**config.mk**
```make
export PLATFORM = sky130hd
export DESIGN_NAME = hazard_forward_unit_flat
export DESIGN_NICKNAME = d
export VERILOG_FILES = /design/src/rtl/hazard_forward_if.sv /design/src/rtl/hazard_forward_unit.sv /design/src/flat_wrapper.sv
export SDC_FILE = /design/constraint.sdc
export NUM_CORES = 1
export LEC_CHECK = 0
export ABC_AREA = 1
export CAP_MARGIN = 10
export CORE_AREA = 2 2 191 193
export CTS_BUF_LIST = sky130_fd_sc_hd__clkbuf_4
export DETAILED_ROUTE_END_ITERATION = 10
export DIE_AREA = 0 0 193 195
export PLACE_DENSITY_LB_ADDON = 0.3
export SYNTH_ARGS = -nofsm -noshare
export SYNTH_HDL_FRONTEND = slang
export SYNTH_SLANG_ARGS = --single-unit
```
**constraint.sdc**
```tcl
create_clock -name clk -period 5.3 [get_ports clk]
set_clock_uncertainty 0.05 [all_clocks]
set_input_delay 1.06 -clock clk [delete_from_list [all_inputs] [get_ports clk]]
set_output_delay 1.06 -clock clk [all_outputs]
set_load 0.01 [all_outputs]
```
**src/rtl/hazard_forward_if.sv**
```systemverilog
// ---------------------------------------------------------------------------
// hazard_forward_if
//   Bundles the decode-side request, pipeline result data and the control /
//   forwarding responses exchanged with hazard_forward_unit.
//   master : decode/pipeline side (drives instruction info and data, reads
//            enables, forwarding selects, operands and the stall counter)
//   slave  : the hazard/forwarding unit itself
// ---------------------------------------------------------------------------
interface hazard_forward_if #(
  parameter int XLEN           = 64,
  parameter int REGISTER_SIZE  = 5,
  parameter int NUM_READ_PORTS = 2,
  parameter int PIPE_DEPTH     = 3,
  parameter int STALL_CNT_W    = 16
);
  localparam int SEL_W = $clog2(PIPE_DEPTH + 1);

  logic                                    dec_valid;
  logic [NUM_READ_PORTS*REGISTER_SIZE-1:0] dec_rs_addr;
  logic [NUM_READ_PORTS-1:0]               dec_rs_used;
  logic [REGISTER_SIZE-1:0]                dec_rd_addr;
  logic                                    dec_rd_write;
  logic                                    dec_rd_is_load;
  logic                                    ex_busy;
  logic                                    flush;
  logic [NUM_READ_PORTS*XLEN-1:0]          rf_data;
  logic [PIPE_DEPTH*XLEN-1:0]              stage_data;

  logic                                    f_to_d_enable;
  logic                                    d_to_e_enable;
  logic                                    d_to_e_bubble;
  logic [NUM_READ_PORTS*SEL_W-1:0]         fwd_sel;
  logic [NUM_READ_PORTS*XLEN-1:0]          operand;
  logic [STALL_CNT_W-1:0]                  stall_count;

  modport master (
    output dec_valid, dec_rs_addr, dec_rs_used, dec_rd_addr, dec_rd_write,
           dec_rd_is_load, ex_busy, flush, rf_data, stage_data,
    input  f_to_d_enable, d_to_e_enable, d_to_e_bubble, fwd_sel, operand,
           stall_count
  );

  modport slave (
    input  dec_valid, dec_rs_addr, dec_rs_used, dec_rd_addr, dec_rd_write,
           dec_rd_is_load, ex_busy, flush, rf_data, stage_data,
    output f_to_d_enable, d_to_e_enable, d_to_e_bubble, fwd_sel, operand,
           stall_count
  );
endinterface

```
**src/rtl/hazard_forward_unit.sv**
```systemverilog
// ---------------------------------------------------------------------------
// hazard_forward_unit
//   Hazard detection and operand forwarding for the in-order pipeline.
//   Tracks the destination register of every instruction in the PIPE_DEPTH
//   stages after decode (0=EX ... PIPE_DEPTH-1=WB), selects the youngest
//   in-flight producer for each decode source operand, detects load-use
//   hazards, and arbitrates the F->D / D->E enables against multi-cycle
//   execute ops and redirects.
//   Ports:
//     clk, rst_n : clock, asynchronous active-low reset
//     hf (slave) : decode request, RF/stage data in; enables, bubble,
//                  fwd_sel (0=RF, k=stage k-1), operand, stall_count out
// ---------------------------------------------------------------------------
module hazard_forward_unit #(
  parameter int XLEN           = 64,
  parameter int REGISTER_SIZE  = 5,
  parameter int NUM_READ_PORTS = 2,
  parameter int PIPE_DEPTH     = 3,
  parameter int LOAD_STAGE     = 1,
  parameter int STALL_CNT_W    = 16
) (
  input logic             clk,
  input logic             rst_n,
  hazard_forward_if.slave hf
);
  localparam int SEL_W = $clog2(PIPE_DEPTH + 1);

  // Scoreboard: valid is control (reset), rd/is_load are payload (no reset).
  logic                     ent_vld [PIPE_DEPTH];
  logic [REGISTER_SIZE-1:0] ent_rd  [PIPE_DEPTH];
  logic                     ent_ld  [PIPE_DEPTH];

  logic [STALL_CNT_W-1:0]            stall_cnt;
  logic [NUM_READ_PORTS-1:0]         port_haz;
  logic [NUM_READ_PORTS*SEL_W-1:0]   sel_vec;
  logic [NUM_READ_PORTS*XLEN-1:0]    op_vec;
  logic                              load_use;
  logic                              f_to_d;
  logic                              d_to_e;
  logic                              bubble;

  function automatic logic [STALL_CNT_W-1:0] sat_inc(input logic [STALL_CNT_W-1:0] v);
    return (&v) ? v : v + {{(STALL_CNT_W-1){1'b0}}, 1'b1};
  endfunction

  // Per-port match: the loop runs oldest to youngest so the youngest
  // producer overwrites older ones. x0 is hard-wired and never forwarded.
  for (genvar p = 0; p < NUM_READ_PORTS; p++) begin : g_port
    logic [REGISTER_SIZE-1:0] rs;
    logic [SEL_W-1:0]         sel;
    logic                     haz;
    logic [XLEN-1:0]          op;

    assign rs = hf.dec_rs_addr[p*REGISTER_SIZE +: REGISTER_SIZE];

    always_comb begin
      sel = '0;
      haz = 1'b0;
      for (int k = PIPE_DEPTH - 1; k >= 0; k--) begin
        if (hf.dec_rs_used[p] && ent_vld[k] && (ent_rd[k] == rs) && (rs != '0)) begin
          sel = SEL_W'(k + 1);
          // Only the youngest match decides: a younger ALU write shadows an older load.
          haz = ent_ld[k] && (k < LOAD_STAGE);
        end
      end
    end

    always_comb begin
      op = hf.rf_data[p*XLEN +: XLEN];
      for (int k = 0; k < PIPE_DEPTH; k++) begin
        if (sel == SEL_W'(k + 1)) op = hf.stage_data[k*XLEN +: XLEN];
      end
    end

    assign sel_vec[p*SEL_W +: SEL_W] = sel;
    assign op_vec[p*XLEN +: XLEN]    = op;
    assign port_haz[p]               = haz;
  end

  assign load_use = hf.dec_valid && (|port_haz);

  // ex_busy freezes D->E; a concurrent flush still lets fetch advance because
  // the held decode instruction is dropped by the refetch.
  always_comb begin
    f_to_d = 1'b1;
    d_to_e = 1'b1;
    bubble = 1'b0;
    if (hf.ex_busy) begin
      f_to_d = hf.flush;
      d_to_e = 1'b0;
    end else if (hf.flush) begin
      bubble = 1'b1;
    end else if (load_use) begin
      f_to_d = 1'b0;
      bubble = 1'b1;
    end
  end

  // ---- stage boundary: decode -> EX, EX -> MEM ... -> WB (control) ----
  always_ff @(posedge clk or negedge rst_n) begin
    if (!rst_n) begin
      for (int k = 0; k < PIPE_DEPTH; k++) ent_vld[k] <= 1'b0;
      stall_cnt <= '0;
    end else begin
      if (!hf.ex_busy) begin
        ent_vld[0] <= !(bubble || !hf.dec_valid || !hf.dec_rd_write);
        ent_vld[1] <= ent_vld[0];
      end else begin
        ent_vld[1] <= 1'b0;
      end
      for (int k = 2; k < PIPE_DEPTH; k++) ent_vld[k] <= ent_vld[k-1];
      if (!f_to_d) stall_cnt <= sat_inc(stall_cnt);
    end
  end

  // ---- stage boundary: decode -> EX, EX -> MEM ... -> WB (payload) ----
  always_ff @(posedge clk) begin
    if (!hf.ex_busy) begin
      ent_rd[0] <= hf.dec_rd_addr;
      ent_ld[0] <= hf.dec_rd_is_load;
    end
    for (int k = 1; k < PIPE_DEPTH; k++) begin
      ent_rd[k] <= ent_rd[k-1];
      ent_ld[k] <= ent_ld[k-1];
    end
  end

  assign hf.f_to_d_enable = f_to_d;
  assign hf.d_to_e_enable = d_to_e;
  assign hf.d_to_e_bubble = bubble;
  assign hf.fwd_sel       = sel_vec;
  assign hf.operand       = op_vec;
  assign hf.stall_count   = stall_cnt;
endmodule

```
**src/flat_wrapper.sv**
```systemverilog
// flat-port wrapper written by rule: the top's interface ports become plain ports
module hazard_forward_unit_flat 
#(
  parameter int XLEN           = 64,
  parameter int REGISTER_SIZE  = 5,
  parameter int NUM_READ_PORTS = 2,
  parameter int PIPE_DEPTH     = 3,
  parameter int LOAD_STAGE     = 1,
  parameter int STALL_CNT_W    = 16
)
  (clk, rst_n, hf_dec_valid, hf_dec_rs_addr, hf_dec_rs_used, hf_dec_rd_addr, hf_dec_rd_write, hf_dec_rd_is_load, hf_ex_busy, hf_flush, hf_rf_data, hf_stage_data, hf_f_to_d_enable, hf_d_to_e_enable, hf_d_to_e_bubble, hf_fwd_sel, hf_operand, hf_stall_count);
  hazard_forward_if #(.XLEN(XLEN), .REGISTER_SIZE(REGISTER_SIZE), .NUM_READ_PORTS(NUM_READ_PORTS), .PIPE_DEPTH(PIPE_DEPTH), .STALL_CNT_W(STALL_CNT_W)) hf_i ();
  input logic clk;
  input logic rst_n;
  input wire logic [$bits(hf_i.dec_valid)-1:0] hf_dec_valid;
  input wire logic [$bits(hf_i.dec_rs_addr)-1:0] hf_dec_rs_addr;
  input wire logic [$bits(hf_i.dec_rs_used)-1:0] hf_dec_rs_used;
  input wire logic [$bits(hf_i.dec_rd_addr)-1:0] hf_dec_rd_addr;
  input wire logic [$bits(hf_i.dec_rd_write)-1:0] hf_dec_rd_write;
  input wire logic [$bits(hf_i.dec_rd_is_load)-1:0] hf_dec_rd_is_load;
  input wire logic [$bits(hf_i.ex_busy)-1:0] hf_ex_busy;
  input wire logic [$bits(hf_i.flush)-1:0] hf_flush;
  input wire logic [$bits(hf_i.rf_data)-1:0] hf_rf_data;
  input wire logic [$bits(hf_i.stage_data)-1:0] hf_stage_data;
  output wire logic [$bits(hf_i.f_to_d_enable)-1:0] hf_f_to_d_enable;
  output wire logic [$bits(hf_i.d_to_e_enable)-1:0] hf_d_to_e_enable;
  output wire logic [$bits(hf_i.d_to_e_bubble)-1:0] hf_d_to_e_bubble;
  output wire logic [$bits(hf_i.fwd_sel)-1:0] hf_fwd_sel;
  output wire logic [$bits(hf_i.operand)-1:0] hf_operand;
  output wire logic [$bits(hf_i.stall_count)-1:0] hf_stall_count;
  assign hf_i.dec_valid = hf_dec_valid;
  assign hf_i.dec_rs_addr = hf_dec_rs_addr;
  assign hf_i.dec_rs_used = hf_dec_rs_used;
  assign hf_i.dec_rd_addr = hf_dec_rd_addr;
  assign hf_i.dec_rd_write = hf_dec_rd_write;
  assign hf_i.dec_rd_is_load = hf_dec_rd_is_load;
  assign hf_i.ex_busy = hf_ex_busy;
  assign hf_i.flush = hf_flush;
  assign hf_i.rf_data = hf_rf_data;
  assign hf_i.stage_data = hf_stage_data;
  assign hf_f_to_d_enable = hf_i.f_to_d_enable;
  assign hf_d_to_e_enable = hf_i.d_to_e_enable;
  assign hf_d_to_e_bubble = hf_i.d_to_e_bubble;
  assign hf_fwd_sel = hf_i.fwd_sel;
  assign hf_operand = hf_i.operand;
  assign hf_stall_count = hf_i.stall_count;
  hazard_forward_unit #(.XLEN(XLEN), .REGISTER_SIZE(REGISTER_SIZE), .NUM_READ_PORTS(NUM_READ_PORTS), .PIPE_DEPTH(PIPE_DEPTH), .LOAD_STAGE(LOAD_STAGE), .STALL_CNT_W(STALL_CNT_W)) u_core (.clk(clk), .rst_n(rst_n), .hf(hf_i));
endmodule
```
==> results list <==
- Finished Layout Cells: 2,263
* Mean cell area of the mapped netlist: around 5.0 µm²
- DR vias: ~11,000
- Cells with a size suffix above 1 make up 3.69% of the layout.
- In this run, distinct cell masters in the synthesized netlist total 36.
- CTS max path bufs: 2
- For this design, the slowest cell found on the critical path is buf_4.
* Total DRC errors in the routed layout: 0
* Type of element launching the critical path: primary input
- Achievable Freq: 194 MHz
* Flip-flop and latch count after synthesis: 35
- Status: completed
- The number of hold violations in the final report is 0.
* Max_cap viols: 0
* Mean routed wirelength per cell: 19.6 µm
* Wire length after detailed routing: ~44,000 µm
- Hold repair after CTS inserted 0 buffers.
- Input/output buffers: between 400 and 500
* Global router's overall resource usage: 22.4%
* Setup TNS after final layout: 0 ps
- Iter 0 DRT Violations: 600
* Count of final setup violators: 0
- For this run, the slowest stage of the critical path takes between 600 and 700 ps.
- From synthesis to final layout, the design area changed by 77.8%.
* Overall overflow remaining after global route: 0
* Largest fanout on the critical path: 64
- CP arrival: approximately 4000 ps
* Count of filler cells inserted in the layout: around 4,000
- The die covers roughly 0.038 mm².
- Number of vias per cell after detailed routing: 4.65
- Ratio of total power to cell area: approximately 100 mW/mm²
- Number of warning messages in the yosys log: 0
- Cell with the most instances on the worst path: nand2_1
- Traced cell by cell, the critical path runs through clkdlybuf4s50_1 > inv_2 > nand2_1 > nand2_1 > a21oi_2 > nand4_2 > nand3_4 > buf_4 > nand3_1 > nand2_1 > clkdlybuf4s50_1.
* Setup repair after global routing missed its margin: false
* Initial antenna violation count: 23
- Worst min-delay path class: reg2reg
- The max-slew violation total from the final report came to 0.
- Endpoint kind of the worst setup timing path: output pin
- Peak supply drop: between 150 and 200 µV
* LEAKAGE: between 5 and 6 nW
* Width of the die: between 150 and 200 µm
- In the final layout, flip-flops and latches occupy between 800 and 900 µm².
* Commonest non-fill, non-tap cells in the layout: nand2_1 (694), clkdlybuf4s50_1 (494), nand3_1 (327)
- Row generation in the floorplan step produced approximately 70 rows.
- The HPWL after detailed placement is between 30,000 and 40,000 µm.
- Area of the mapped netlist: around 0.0068 mm²
- nand2_1 takes more of the synthesized area than any other cell.
- The clock drives 35 sinks.
- At the worst endpoint, the required time is between 4000 and 5000 ps.
- Library cell used as clock root buffer: clkbuf_4
* Post-route clock period utilization: between 90% and 100%
* # placed instances: 2,243
- Of the synthesized area, sequential elements account for 12.6%.
- Net count of the finished layout: 2,134
- Global-route wire length before repair: 64,400 µm
* Slew of the pin with the lowest slew margin: 931 ps
- Critical path start-end classification: in2out
- Vias in the first global route: 10,000
- CTS built an H-tree with a depth of 2.
- Once the clock tree was built, the setup fixing pass inserted 0 buffers.
- Of the post-synthesis cell area, the dominant cell type holds 38.6%.
- The number of gates resized after CTS was 0.
* Leading cell types by total area after synthesis: nand2_1 (39%), nand3_1 (24%), dfrtp_1 (7.0%)
- Antenna-violating nets left: 0
* Relative max-transition margin: 38.0%
- Cell count after synthesis: about 1,400
- Counting the buffers created by CTS gives 5.
* Placeable core region: roughly 0.035 mm²
- Post-CTS clock slew at the launch and capture registers of the worst setup and hold paths: around 110 ps
* Detailed-routing iteration count for the pre-antenna-repair pass: 5
- The routed design could run at a clock period as short as between 5000 and 6000 ps.
- When the netlist entered floorplanning its net count stood at between 1,500 and 2,000.
- Clock tree from TritonCTS: yes
* Gp weighted congestion: a little over 0.9
- For this design the top-level I/O count stands at 495.
- Initial core utilization: 19.1%
- Entering global routing, the biggest net connects between 60 and 70 pins.
- At the later pin of the worst-skew pair, clock insertion delay measures roughly 350 ps.
- Multi-input gate area in the final layout: roughly 0.0050 mm²
* Most common library cell in the layout ignoring fill and taps: nand2_1
* Die Y: 195 µm
[flip-flops by register name (all words and copies together), names as in the netlist]
name	cells
u_core.ent_ld	1
u_core.hf.stall_count	16
u_core.ent_rd	15
u_core.ent_vld	3
[logic make-up after synthesis]
group           synth area share [%]
fa+ha+maj                      0.185
buf+inv                         14.8
xor+xnor                        1.94
simple gates                    69.0
flops                           12.6
compound gates                  1.50
[worst paths after layout]
| path | startpoint | to | slack (ps) | cells after the start |
|---|---|---|---|---|
| max | hf_dec_rs_addr[3] | hf_operand[32] | 140 | 11 |
| min | u_core.ent_rd[0][7]$_DFF_P_ | u_core.ent_rd[0][12]$_DFF_P_ | 330 | 0 |
| max reg2reg | u_core.ent_rd[0][1]$_DFFE_PN_ | u_core.hf.stall_count[0]$_DFFE_PN0P_ | 2800 | 14 |
| min reg2reg | u_core.ent_rd[0][7]$_DFF_P_ | u_core.ent_rd[0][12]$_DFF_P_ | 330 | 0 |
| max in group asynchronous | rst_n | u_core.ent_vld[0]$_DFF_PN0_ | 3520 | 1 |
| min in group asynchronous | rst_n | u_core.hf.stall_count[4]$_DFFE_PN0P_ | 1140 | 1 |
[layer usage]
layer  up-vias  part of all wire [%]  GRT usage (%)
li1       5184                     -              -
met1      4721                    39           27.7
met2       510                    46           36.0
met3        92                    11           7.23
met4        18                   3.4           8.28
met5         -                  0.24              0
[area by class of cell]
type / instances / area share, %
Inverter: 108 / 3.37
Clock buffer: 6 / 0.374
Timing Repair Buffer: 515 / 42.9
Tap cell: 461 / 4.79
Clock inverter: 2 / 0.0623
Multi-Input combinational cell: 1124 / 41.2
Antenna cell: 12 / 0.249
Sequential cell: 35 / 7.11
[power by group]
part	internal (mW)	leakage, nW	switching (mW)
clock network	0.0546	0.0335	0.0933
registers	0.297	0.402	0.0302
logic	0.430	5.22	0.280
total	0.781	5.65	0.403
[Yosys cell counts, drive strengths merged]
cell type	n
a21oi	7
and2	1
buf	86
clkbuf	6
clkinv	2
dfrtp	19
dfxtp	10
edfxtp	6
ha	1
inv	106
nand2	702
nand3	331
nand4	22
nor2	29
nor3	6
o21ai	3
o22ai	7
xnor2	7
xor2	8
[worst max-delay path, delay by kind of cell]
kind,cells,cell delay [ps]
simple gates,6,940
buf+inv,4,1780
compound gates,1,170
[metrics by stage]
| step | cell area, µm² | hold slack, ps | utilization, % | setup WS [ps] | total power, mW |
|---|---|---|---|---|---|
| finish | 12000 | 327 | 34.0 | 137 | 1.18 |
| detailed placement | 12000 | 312 | 33.8 | 152 | 1.04 |
| global route | 12000 | 333 | 34.0 | 9.23 | 1.26 |
| global placement | 12000 | 309 | 33.8 | 165 | 1.04 |
| floorplan | 6770 | 301 | - | 2060 | 0.553 |
| CTS | 12000 | 328 | 33.9 | 140 | 1.20 |
Power figures use the tool's default switching activity.
